`src/rtl/cla_serial_adder.sv`:
```
// Serial wide adder: one 4-bit CLA slice, one nibble per clock, LSB first.
// Ports: clk, rst_n, start, a, b, cin, [sub], busy, done, sum, cout, overflow.
// Subtraction (sub port) exists only when CLA_SUB_EN is defined.

module generic_cla (
  input  logic [3:0] a,
  input  logic [3:0] b,
  input  logic       c0,
  output logic [3:0] s,
  output logic       c4
);
  logic [3:0] g;
  logic [3:0] p;
  logic [4:0] c;

  always_comb begin
    g    = a & b;
    p    = a ^ b;
    c[0] = c0;
    c[1] = g[0] | (p[0] & c0);
    c[2] = g[1] | (p[1] & g[0])
         | (p[1] & p[0] & c0);
    c[3] = g[2] | (p[2] & g[1])
         | (p[2] & p[1] & g[0])
         | (p[2] & p[1] & p[0] & c0);
    c[4] = g[3] | (p[3] & g[2])
         | (p[3] & p[2] & g[1])
         | (p[3] & p[2] & p[1] & g[0])
         | (p[3] & p[2] & p[1] & p[0] & c0);
    s    = p ^ c[3:0];
    c4   = c[4];
  end
endmodule

module cla_serial_adder #(
  parameter int WIDTH = 16
) (
  input  logic             clk,
  input  logic             rst_n,
  input  logic             start,
  input  logic [WIDTH-1:0] a,
  input  logic [WIDTH-1:0] b,
  input  logic             cin,
`ifdef CLA_SUB_EN
  input  logic             sub,
`endif
  output logic             busy,
  output logic             done,
  output logic [WIDTH-1:0] sum,
  output logic             cout,
  output logic             overflow
);
  localparam int NIBBLES = WIDTH / 4;
  localparam int IW = $clog2(NIBBLES);
  localparam logic [IW-1:0] LAST = IW'(NIBBLES - 1);

  typedef enum logic [1:0] {
    IDLE,
    RUN,
    DONE
  } state_t;

  state_t           state;
  logic [WIDTH-1:0] opa;
  logic [WIDTH-1:0] opb;
  logic             carry;
  logic [IW-1:0]    idx;
  logic [3:0]       ns;
  logic             nc;

  generic_cla u_slice (
    .a  (opa[4*idx +: 4]),
    .b  (opb[4*idx +: 4]),
    .c0 (carry),
    .s  (ns),
    .c4 (nc)
  );

  // DONE spans two cycles: a settle cycle, then the done pulse.
  always_ff @(posedge clk or negedge rst_n) begin
    if (!rst_n) begin
      state    <= IDLE;
      opa      <= '0;
      opb      <= '0;
      carry    <= 1'b0;
      idx      <= '0;
      busy     <= 1'b0;
      done     <= 1'b0;
      sum      <= '0;
      cout     <= 1'b0;
      overflow <= 1'b0;
    end else begin
      unique case (state)
        IDLE: begin
          if (start) begin
            opa <= a;
`ifdef CLA_SUB_EN
            opb   <= sub ? ~b : b;
            carry <= sub ? 1'b1 : cin;
`else
            opb   <= b;
            carry <= cin;
`endif
            idx   <= '0;
            sum   <= '0;
            busy  <= 1'b1;
            state <= RUN;
          end
        end
        RUN: begin
          sum[4*idx +: 4] <= ns;
          carry <= nc;
          idx   <= idx + 1'b1;
          if (idx == LAST) begin
            idx      <= '0;
            cout     <= nc;
            overflow <= (opa[WIDTH-1] == opb[WIDTH-1])
                     && (ns[3] != opa[WIDTH-1]);
            state    <= DONE;
          end
        end
        DONE: begin
          if (!done) begin
            done <= 1'b1;
          end else begin
            done  <= 1'b0;
            busy  <= 1'b0;
            state <= IDLE;
          end
        end
        default: state <= IDLE;
      endcase
    end
  end
endmodule

```
`config.mk`:
```
export PLATFORM = sky130hd
export DESIGN_NAME = cla_serial_adder
export DESIGN_NICKNAME = d
export VERILOG_FILES = /design/src/rtl/cla_serial_adder.sv
export SDC_FILE = /design/constraint.sdc
export NUM_CORES = 1
export LEC_CHECK = 0
export ABC_AREA = 0
export CORE_MARGIN = 4
export CORE_UTILIZATION = 45
export DETAILED_ROUTE_END_ITERATION = 10
export PLACE_DENSITY = 0.72
export SLEW_MARGIN = 20
export SYNTH_ARGS = -nofsm -noshare
export SYNTH_HDL_FRONTEND = slang
export SYNTH_SLANG_ARGS = --single-unit
```
`constraint.sdc`:
```
create_clock -name clk -period 3.6 [get_ports clk]
set_input_delay 0.36 -clock clk [delete_from_list [all_inputs] [get_ports clk]]
set_output_delay 0.36 -clock clk [all_outputs]
set_load 0.01 [all_outputs]
```
==> flow_metrics.tcl, run 1 <==
set metrics [dict create \
    yosysUniqueCellTypes 44 \
    portBuffers 55 \
    multi_input_area_mm2 0.00123 \
    ys_seq_elements 57 \
    fin_nets 295 \
    crit_type "flop to flop" \
    cts_hold_buf 0 \
    drv_slew 0 \
    clock.fmax_ghz 0.353 \
    area_delta_synth_final_pct 25.5 \
    dr.pass1.iters 4 \
    synth_top_family_by_area "multiplexers" \
    slew_headroom_pct 48.6 \
    fin_area_mm2 0.00348 \
    crit_required_ps 3810 \
    netlist_area_mm2 0.00278 \
    grt_pass1_wl_mm 8.79 \
    arrival_ps 3050 \
    ant_nets 0 \
    die_area_mm2 0.00749 \
    synth_nets 236 \
    fin_util_pct 58.5 \
    drt-total-wl_mm 5.26 \
    drcViolationCount 0 \
    grt_util_all_layers_pct 15.5 \
    cp_max_fo 17 \
    power.total_mw 3.38 \
    drive_gt1_share_pct 23.5 \
    worst_pin_slew_ps 771 \
    seq_area_frac_synth_pct 51.4 \
    fin_crit_ps 2840 \
    cts_buffers 9 \
    grt_pass1_vias 1818 \
    outcome "complete, no violations" \
    num_antenna_cells 0 \
    synthSimpleGateAreaFrac_pct 8.03 \
    cts_tree "built" \
    seqCellArea_mm2 0.00143 \
    tns_ps 0 \
    cts-root-buf "clkbuf_8" \
    grt.met1_usage_pct 20.4 \
    grt_util_met2_pct 23.4 \
    end_kind "flop" \
    synth_xor_area_share_pct 0.947 \
    synth-compound-area-share_pct 9.87 \
    dp.final_hpwl_mm 3.85 \
    core_mm2 0.00596 \
    synth.mux.area_fraction_pct 20.3 \
    start_util_pct 46.6 \
    synthArstFlopShare_pct 100 \
    wl_per_cell_um 16.1 \
    htreeDepth 3 \
    fillers 524 \
    cts.path.max_buffers 2 \
    skew_ps 5.50 \
    synth_edf_count 0 \
    dpl-instance-area_mm2 0.00332 \
    pre_cts_ws_ps 753 \
    cp-start-kind "flop" \
    finalHoldViolCount 0 \
    path_clk_slew_ps 60 \
    synthCells 189 \
    gr-usage-met3_pct 6.75 \
    antenna_found_initial 0 \
    io_pins 56 \
    vias 1800 \
    finalCritPeriodShare_pct 78.8 \
    synth_warnings 0 \
    grt_max_degree 36 \
    setup_ws_ps 764 \
    post_cts_buffers 0 \
    setup_viol_count_final 0 \
    cts_sinks 57 \
    die_x_um 86.5 \
    row_count 28 \
    place.gp.congestion 0.855 \
    die_h_um 86.5 \
    post_drt_via_cell_ratio 5.52 \
    drtIter0Drc 58 \
    irDropWorstVdd_mv 0.463 \
    rsz0062_at_grt "no" \
    grt_busiest_layer "met2" \
    cts_resized 0 \
    yosys.area_share.adder_pct 5.23 \
    power_density_mw_per_mm2 971 \
    p_leak_nw 1.49 \
    synthFlopType "dfrtp_1" \
    syn_avg_cell_area_um2 14.7 \
    gr-total-overflow 0 \
    hold_class "input pin to asynchronous set/reset pin" \
    insertion_delay_ps 330 \
    maxCapViolations 0 \
]
[flip-flops by register name (all words and copies together) (netlist names), 2 cells and up]
name and flops:
opa 16, sum 16, idx 2, opb 16, state 2
[per-layer routing]
layer  wire (um)  share of wire [%]
met5           0                  0
met4          19               0.36
met3         365                6.9
met2        2560                 49
met1        2310                 44
[stage by stage]
| step | hold slack (ps) | std cells |
|---|---|---|
| CTS | 39.7 | 326 |
| finish | 27.8 | 326 |
| floorplan | 64.4 | 189 |
| global route | 72.5 | 326 |
| detailed placement | 403 | 312 |
| global placement | 404 | 312 |
[area by class of cell]
cell class	instances	share of cell area, %
flip-flops and latches	57	41.0
repair buffers	56	15.9
inverters	4	0.431
multi-input cells	120	35.4
well taps	75	2.69
clock buffers	14	4.67
[cell usage in the layout, fill, tap and decap left out, drive strengths merged, types with 2 or more instances in the layout]
cell type      netlist  routed
buf                  6       2
clkbuf               2      14
nor3                 2       2
inv                  4       4
ha                  10      10
o21ai                7       7
mux2                33      33
and4                 2       2
nor2                 4       4
xnor2                2       2
nand3b               2       2
dfrtp               57      57
mux4                 8       8
and2                 2       2
a21oi                5       5
nand2b               3       3
clkdlybuf4s50        0      54
a21o                 2       2
nor2b                2       2
nand2                6       6
a22o                17      17
[critical path: stages (launching register included)]
cell      delay [ps]
dfrtp_1          840
mux4_2           650
ha_1             360
a211oi_1         250
o21ai_1          140
and3_1           260
a22o_1           220
[synthesized netlist by cell type, drive strengths merged (2+ instances only)]
library cell  number  area [um^2]
a21o               2         15.0
a21oi              5         25.0
a22o              17          149
and2               2         12.5
and4               2         17.5
buf                6         93.8
clkbuf             2         8.75
dfrtp             57         1430
ha                10          125
inv                4         15.0
mux2              33          375
mux4               8          188
nand2              6         22.5
nand2b             3         33.8
nand3b             2         27.5
nor2               4         31.3
nor2b              2         20.0
nor3               2         15.0
o21ai              7         35.0
xnor2              2         17.5
[worst paths after layout]
path                                 to  depth (start not counted)  startpoint  slack, ps
worst max-delay path            sum[15]                          6      idx[0]        760
max in group asynchronous        opb[2]                          2       rst_n       2750
worst max register to register  sum[15]                          6      idx[0]        760
worst min register to register   opa[7]                          1      opa[7]        500
worst min-delay path               busy                          1       rst_n         30
min in group clk                 opa[7]                          1      opa[7]        500
[kinds of logic after synthesis]
group,Yosys count
compound gates,37
xor+xnor,3
mux,41
flops,57
buf+inv,12
fa+ha+maj,11
simple gates,28
[where the power goes]
group	internal [mW]	switching, mW	total (mW)
clock	0.281	0.228	0.508
sequential	0.925	0.248	1.17
combinational	0.883	0.817	1.70
total	2.09	1.29	3.38
Note: power is estimated with default switching activity, not from simulation.
==> run 2: changes to the inputs <==
==> constraint.sdc (replaced) <==
create_clock -name clk -period 2.7 [get_ports clk]
set_input_delay 0.27 -clock clk [delete_from_list [all_inputs] [get_ports clk]]
set_output_delay 0.27 -clock clk [all_outputs]
set_load 0.01 [all_outputs]
==> flow_metrics.tcl, run 2 (same netlist as run 1, synthesis figures left out) <==
set metrics [dict create \
    outcome "complete, no violations" \
    ant_nets 0 \
    drive_gt1_share_pct 25.3 \
    pre_cts_ws_ps 294 \
    drv_slew 0 \
    path_clk_slew_ps 60 \
    cts_hold_buf 0 \
    row_count 28 \
    fin_area_mm2 0.00352 \
    clock.fmax_ghz 0.414 \
    crit_type "flop to flop" \
    cts_resized 0 \
    crit_required_ps 2930 \
    cts_sinks 57 \
    finalHoldViolCount 0 \
    cts_tree "built" \
    mostFrequentLayoutCell "dfrtp_1" \
    cts.path.max_buffers 2 \
    post_drt_via_cell_ratio 5.35 \
    rsz0062_at_grt "no" \
    gr-total-overflow 0 \
    grt_pass1_wl_mm 8.67 \
    final_cell_mix "dfrtp_1, clkdlybuf4s50_1, mux2_2, a22o_1" \
    grt_max_degree 58 \
    grt_util_all_layers_pct 15.6 \
    setup_viol_count_final 0 \
    fin_nets 297 \
    htreeDepth 3 \
    dpl-instance-area_mm2 0.00333 \
    largestRegisters "opa (16), opb (16), sum (16)" \
    maxCapViolations 0 \
    arrival_ps 2650 \
    start_util_pct 46.6 \
    finalCritPeriodShare_pct 89.5 \
    stdcell_count 328 \
    post_cts_buffers 0 \
    core_mm2 0.00596 \
    place.gp.congestion 0.842 \
    rrSetupSlack_ps 280 \
    antenna_found_initial 0 \
    skew_ps 5.41 \
    io_pins 56 \
    num_antenna_cells 0 \
    grt_pass1_vias 1794 \
    dr.pass1.iters 5 \
    die_area_mm2 0.00749 \
    drtIter0Drc 85 \
    cp_max_fo 13 \
    holdWs_ps 61.4 \
    irDropWorstVdd_mv 0.708 \
    portBuffers 55 \
    wl_per_cell_um 16.0 \
    die_x_um 86.5 \
    drcViolationCount 0 \
    cp-start-kind "flop" \
    insertion_delay_ps 340 \
    vias 1754 \
    dp.final_hpwl_mm 3.78 \
    worst_pin_slew_ps 704 \
    fin_crit_ps 2420 \
    hold_class "input pin to asynchronous set/reset pin" \
    area_delta_synth_final_pct 26.7 \
    power_density_mw_per_mm2 1310 \
    tns_ps 0 \
    cts_buffers 9 \
    die_h_um 86.5 \
    end_kind "flop" \
    dpl.cell_count 314 \
    cts-root-buf "clkbuf_8" \
    p_leak_nw 1.52 \
    slew_headroom_pct 53.1 \
    drt-total-wl_mm 5.23 \
    setup_ws_ps 283 \
]
## run 2: cell types whose count changed in the layout (fill, tap and decap cells not counted), sizes merged
cell and delta:
bufinv +1, clkbuf -4, clkinv +3, buf +2
## run 2: final cells by class
type,instances,area [um^2]
clock inverters,4,45.0
inverters,4,15.0
clock buffers,10,138
flip-flops and latches,57,1430
repair buffers,58,568
fillers,516,2440
multi-input cells,120,1230
well taps,75,93.8
## run 2: power breakdown
part / leakage (nW) / switching (mW) / internal, mW / total, mW
Combinational: 0.714 / 1.13 / 1.20 / 2.33
Sequential: 0.705 / 0.296 / 1.23 / 1.53
Clock: 0.0978 / 0.324 / 0.435 / 0.759
## run 2: path summary, 6_finish.rpt
| check | depth (start not counted) | start | end |
|---|---|---|---|
| max | 6 | idx[1] | sum[3] |
| min | 2 | rst_n | sum[10] |
| max reg2reg | 6 | idx[1] | sum[3] |
| min reg2reg | 1 | opa[11] | opa[11] |
| max in group asynchronous | 2 | rst_n | sum[5] |
| min in group clk | 1 | opa[11] | opa[11] |
## run 2: worst max-delay path: stages, from the launching register on
cell      delay [ps]
dfrtp_1          660
mux4_2           440
ha_1             360
a211oi_1         250
o21ai_1          130
and3_1           250
a22o_1           210
## run 2: metal layers
layer  track usage, %  routed length [um]  share of wire, %  up-vias
met4             7.37                 123               2.4        0
met3             5.99                 327               6.2       11
met2             22.5                2360                45       52
li1                 -                   -                 -      839
met5                0                   0                 0        -
met1             20.8                2420                46      852
## run 2: per-stage QoR
step,utilization (%),total power [mW]
after floorplan,-,3.26
after global placement,56.0,3.85
after detailed placement,56.0,3.89
after CTS,59.1,4.68
after global routing,59.1,4.98
final,59.1,4.62
